==> config.mk <==
export PLATFORM = sky130hd
export DESIGN_NAME = hazard_ctrl
export DESIGN_NICKNAME = d
export VERILOG_FILES = /design/src/rtl/hazard_ctrl_pkg.sv /design/src/rtl/hazard_ctrl_sat_counter16.sv /design/src/rtl/hazard_ctrl.sv
export SDC_FILE = /design/constraint.sdc
export NUM_CORES = 1
export LEC_CHECK = 0
export CAP_MARGIN = 0
export CORE_ASPECT_RATIO = 0.7
export CORE_MARGIN = 2
export CORE_UTILIZATION = 33
export CTS_CLUSTER_DIAMETER = 50
export DETAILED_ROUTE_END_ITERATION = 6
export PLACE_DENSITY_LB_ADDON = 0.05
export SLEW_MARGIN = 5
export SYNTH_ARGS = -nofsm -noshare
export SYNTH_HDL_FRONTEND = slang
export SYNTH_SLANG_ARGS = --single-unit
==> constraint.sdc <==
create_clock -name clock -period 3.8 [get_ports clock]
set_input_delay 0.76 -clock clock [delete_from_list [all_inputs] [get_ports clock]]
set_output_delay 0.76 -clock clock [all_outputs]
set_load 0.05 [all_outputs]
==> src/rtl/hazard_ctrl_pkg.sv <==
// Shared pipeline package for the hazard controller:
// FSM state encoding, down-counter width and counter saturation value.
package hazard_ctrl_pkg;

  localparam int          CNT_W   = 2;
  localparam logic [15:0] SAT_MAX = 16'hFFFF;

  typedef logic [CNT_W-1:0] cnt_t;

  typedef enum logic [1:0] {
    S_RUN      = 2'd0,
    S_LD_STALL = 2'd1,
    S_BR_FLUSH = 2'd2
  } hz_state_e;

endpackage

==> src/rtl/hazard_ctrl_sat_counter16.sv <==
// 16-bit saturating event counter, updates on the falling clock edge.
// Ports: i_clk, i_rst (sync, high), i_inc (count enable), o_count.
module sat_counter16
  import hazard_ctrl_pkg::*;
(
  input  logic        i_clk,
  input  logic        i_rst,
  input  logic        i_inc,
  output logic [15:0] o_count
);

  logic [15:0] r_count;

  always_ff @(negedge i_clk) begin
    if (i_rst) begin
      r_count <= '0;
    end else if (i_inc && (r_count != SAT_MAX)) begin
      r_count <= r_count + 16'd1;
    end
  end

  assign o_count = r_count;

endmodule

==> src/rtl/hazard_ctrl.sv <==
// Pipeline hazard controller: load-use stalls, branch/exception flushes.
// Ports: clock/reset, ID/EX hazard info in; holds, flushes, perf counters out.
module hazard_ctrl
  import hazard_ctrl_pkg::*;
#(
  parameter int unsigned LOAD_BUBBLES    = 1,
  parameter int unsigned BR_FLUSH_CYCLES = 1
) (
  input  logic        clock,
  input  logic        reset,
  input  logic [4:0]  iID_ra_addr,
  input  logic [4:0]  iID_rb_addr,
  input  logic        iID_use_ra,
  input  logic        iID_use_rb,
  input  logic        iEX_do_dm_read,
  input  logic        iEX_do_reg_write,
  input  logic [4:0]  iEX_write_reg_addr,
  input  logic        iEX_branch_taken,
  input  logic        iFlush_all,
  output logic        oHold_pc,
  output logic        oHold_REG1,
  output logic        do_flush_REG1,
  output logic        do_flush_REG2,
  output logic        do_flush_REG3,
  output logic        do_flush_REG4,
  output logic [15:0] oStall_count,
  output logic [15:0] oFlush_count
);

  localparam cnt_t LD_INIT = cnt_t'(LOAD_BUBBLES - 1);
  localparam cnt_t BR_INIT = cnt_t'(BR_FLUSH_CYCLES - 1);

  hz_state_e r_state, w_state_n;
  cnt_t      r_cnt, w_cnt_n;
  logic      w_load_use;
  logic      w_br_acc;
  logic      w_hold;

  assign w_load_use = iEX_do_dm_read & iEX_do_reg_write &
                      (iEX_write_reg_addr != 5'd0) &
                      ((iID_use_ra & (iID_ra_addr == iEX_write_reg_addr)) |
                       (iID_use_rb & (iID_rb_addr == iEX_write_reg_addr)));

  assign w_br_acc = ~reset & ~iFlush_all & iEX_branch_taken;

  always_ff @(negedge clock) begin
    if (reset) begin
      r_state <= S_RUN;
      r_cnt   <= '0;
    end else begin
      r_state <= w_state_n;
      r_cnt   <= w_cnt_n;
    end
  end

  always_comb begin
    w_state_n     = r_state;
    w_cnt_n       = r_cnt;
    w_hold        = 1'b0;
    do_flush_REG1 = 1'b0;
    do_flush_REG2 = 1'b0;
    do_flush_REG3 = 1'b0;
    do_flush_REG4 = 1'b0;
    if (reset || iFlush_all) begin
      do_flush_REG1 = 1'b1;
      do_flush_REG2 = 1'b1;
      do_flush_REG3 = 1'b1;
      do_flush_REG4 = 1'b1;
      w_state_n     = S_RUN;
      w_cnt_n       = '0;
    end else if (iEX_branch_taken) begin
      // A taken branch restarts from any state, aborting a stall.
      do_flush_REG1 = 1'b1;
      do_flush_REG2 = 1'b1;
      if (BR_FLUSH_CYCLES > 1) begin
        w_state_n = S_BR_FLUSH;
        w_cnt_n   = BR_INIT;
      end else begin
        w_state_n = S_RUN;
        w_cnt_n   = '0;
      end
    end else begin
      unique case (r_state)
        S_RUN: begin
          if (w_load_use) begin
            w_hold        = 1'b1;
            do_flush_REG2 = 1'b1;
            if (LOAD_BUBBLES > 1) begin
              w_state_n = S_LD_STALL;
              w_cnt_n   = LD_INIT;
            end
          end
        end
        S_LD_STALL: begin
          // Bubble count is fixed once started; load_use is ignored.
          w_hold        = 1'b1;
          do_flush_REG2 = 1'b1;
          if (r_cnt == cnt_t'(1)) begin
            w_state_n = S_RUN;
            w_cnt_n   = '0;
          end else begin
            w_cnt_n = r_cnt - cnt_t'(1);
          end
        end
        S_BR_FLUSH: begin
          do_flush_REG1 = 1'b1;
          if (r_cnt == cnt_t'(1)) begin
            w_state_n = S_RUN;
            w_cnt_n   = '0;
          end else begin
            w_cnt_n = r_cnt - cnt_t'(1);
          end
        end
        default: begin
          w_state_n = S_RUN;
          w_cnt_n   = '0;
        end
      endcase
    end
  end

  assign oHold_pc   = w_hold;
  assign oHold_REG1 = w_hold;

  sat_counter16 u_stall_cnt (
    .i_clk   (clock),
    .i_rst   (reset),
    .i_inc   (w_hold),
    .o_count (oStall_count)
  );

  sat_counter16 u_flush_cnt (
    .i_clk   (clock),
    .i_rst   (reset),
    .i_inc   (w_br_acc),
    .o_count (oFlush_count)
  );

endmodule

==> results.cfg <==
[power]
p_leak_nw = 1.32
intPower_mw = 0.559
seq_power_share_pct = 40.9
power_frac_comb_pct = 11.8
pwr-share-clk_pct = 47.3
power.switching_mw = 0.274
pwr_density_cell_nw_per_um2 = 245
ir_drop_v = 0.000203
swShare_pct = 32.9

[yosys]
ys_types = 40
yosys_register_bits = 32
syn_nets = 251
synth.top_cell.area_share_pct = 34.5
syn_area_sq_um = 1860
ys_warn_count = 0
synthCells = 226
synth_seq_area_share_pct = 34.5
synth_area_leader_cell = dfxtp_1
synth_area_leaders = dfxtp_1 (34%), xnor2_1 (6.1%), a21oi_1 (4.3%)
post_synth.cell_area_avg_sq_um = 8.23

[timing]
hold_violations = 0
report.final.slew_viol_count = 0
setup_viol = 14
finClkSkew_ns = 0.0149
setup_ws_ns = -0.124
slew_headroom_pct = 38.0
rsz0062_at_grt = yes
worstMarginPinSlew_ns = 0.922
fin_setup_tns_ns = -0.626

[die]
die_h_microns = 66.8
core_area_sq_um = 5340
io_pins = 61
die_area_sq_um = 6260
die_x_microns = 93.7
initial_core_util_pct = 34.8
rows = 22

[detailed_routing]
vias_per_cell = 5.11
route.vias.total = 2124
final_antenna_net_count = 0
drt_iter0_drc = 87
wl_per_cell_microns = 13.3
finalWirelength_microns = 5520
drcViolationCount = 0
firstDrtPassIters = 4

[worst_setup_path]
path_max_fanout = 5
path_class = input pin to flop
critical_path.endpoint_type = flop
reg2reg_slack_ns = 1.43
required_ns = 2.18
worst_ep_arrival_time_ns = 2.31
startpoint_type = input pin

[clock_tree]
cts_sinks = 32
cts_tree = done
clkSlewWorstSetupHoldPaths_ns = 0.04
htree_levels = 2
hold_buffers = 0
cts_max_path_buffers = 2
cts_root_buf = clkbuf_8
cts_buffers = 5
worstSkewPairLatency_ns = 0.35

[placement]
port_buffers = 60
pre_cts_ws_ns = -0.907
dpl.hpwl_microns = 3720
place_congestion = 0.781

[global_route]
grt.overflow.total = 0
grt_max_degree = 20
grt_util_all_layers_pct = 18.4
grt_pass1_wl_microns = 9170
grt_antenna_before_repair = 0
grt_pass1_vias = 2011

[final_layout]
final_core_util_pct = 63.7
n_fill_cell = 496
area_delta_synth_final_pct = 82.8
antenna_cells = 0
multiInputGateArea_sq_um = 1260
seq_area_sq_um = 641
drive_gt1_share_pct = 36.0
nNetsFinal = 368
final_cell_mix = inv_1 (37), buf_12 (37), dfxtp_1 (32), buf_4 (21), nor2_1 (20)

[flow_run]
cap_violations = 0

[status]
status = finished, violations left
violations = negative setup slack

[min_path]
hold_class = flop to flop
## cells by family (layout without fill, tap and decap cells)
logic type | Yosys count | in the layout | synth area share [%]
simple gates | 112 | 112 | 34.8
buf+inv | 18 | 136 | 5.45
mux | 4 | 4 | 2.49
compound gates | 37 | 37 | 11.6
flops | 32 | 32 | 34.5
fa+ha+maj | 2 | 2 | 1.35
xor+xnor | 21 | 21 | 9.89
## registers in the layout, summed over array words and instances, names as in the netlist
name,flops
u_flush_cnt.o_count,16
u_stall_cnt.o_count,16
## layer usage
| metal | share of wire [%] | wire [microns] | global-route usage (%) | up-vias |
|---|---|---|---|---|
| met5 | 0 | 0 | 0 | - |
| met4 | 0.74 | 41 | 6.34 | 0 |
| met3 | 6.6 | 362 | 7.47 | 7 |
| met2 | 42 | 2320 | 24.5 | 62 |
| met1 | 51 | 2790 | 26.3 | 995 |
| li1 | - | - | - | 1060 |
## power groups by stage
stage          Sequential (mW)  Combinational (mW)  Clock, mW
2_1_floorplan            0.347              0.0370     0.0531
3_3_place_gp             0.345              0.0918     0.0531
3_5_place_dp             0.345              0.0923     0.0531
4_1_cts                  0.340              0.0974      0.416
5_1_grt                  0.340               0.105      0.459
6_report                 0.341              0.0985      0.395
## synthesized netlist by cell type
master,instances
buf_6,1
nor3_1,12
xor2_1,8
buf_4,2
o2111ai_1,1
nand2b_1,3
inv_1,7
xnor2_1,13
nor4_2,1
a32oi_1,1
and4_1,2
mux2_4,1
clkbuf_1,5
nand4_1,12
or2_2,1
nand2_1,12
or4_1,7
nor4_1,5
and3_1,2
buf_12,1
o311a_1,1
dfxtp_1,32
o21ai_0,11
mux2_2,1
nor2_1,21
and2_0,1
or3b_2,1
a21oi_1,16
mux2i_1,2
o31ai_1,7
and2_1,1
nand4_2,2
nor2b_1,2
nor3_2,2
nand3_1,11
ha_1,2
nor3b_1,3
nand3_4,1
or3_1,10
buf_2,2
## stage by stage
stage / power, mW / instance area [sq um] / hold slack [ns] / std cells
after floorplan: 0.437 / 1900 / 0.712 / 226
after global placement: 0.490 / 3030 / 0.529 / 368
after detailed placement: 0.491 / 3030 / 0.538 / 368
after CTS: 0.854 / 3350 / 0.546 / 416
after global routing: 0.904 / 3400 / 0.568 / 416
final: 0.834 / 3400 / 0.545 / 416
## layout make-up
cell class,count,share of cell area (%)
clock inverters,35,4.01
repair buffers,90,34.7
flip-flops and latches,32,18.8
inverters,6,0.736
clock buffers,5,2.02
multi-input cells,176,37.0
well taps,72,2.65
## worst paths after layout
| kind | start | end | depth (start not counted) |
|---|---|---|---|
| setup / recovery | iID_ra_addr[1] | u_stall_cnt.o_count[0] | 8 |
| hold / removal | u_stall_cnt.o_count[8] | u_stall_cnt.o_count[8] | 1 |
| setup reg to reg | u_stall_cnt.o_count[0] | u_stall_cnt.o_count[2] | 7 |
| hold reg to reg | u_stall_cnt.o_count[8] | u_stall_cnt.o_count[8] | 1 |
## worst max-delay path, stage by stage
cell     delay (ns)
buf_6          0.09
xor2_1         0.16
nor4_2         0.30
a32oi_2        0.20
buf_6          0.18
buf_4          0.13
or3_4          0.36
a21oi_2        0.13
## timing repair
action | CTS | global route
cloned | 3 | 0
setup buffers | 6 | 0
gates resized for setup | 83 | 15
endpoints found under the setup margin | 32 | 20
pin swaps | 30 | 12
No activity file was read; power rests on OpenSTA's default activity.
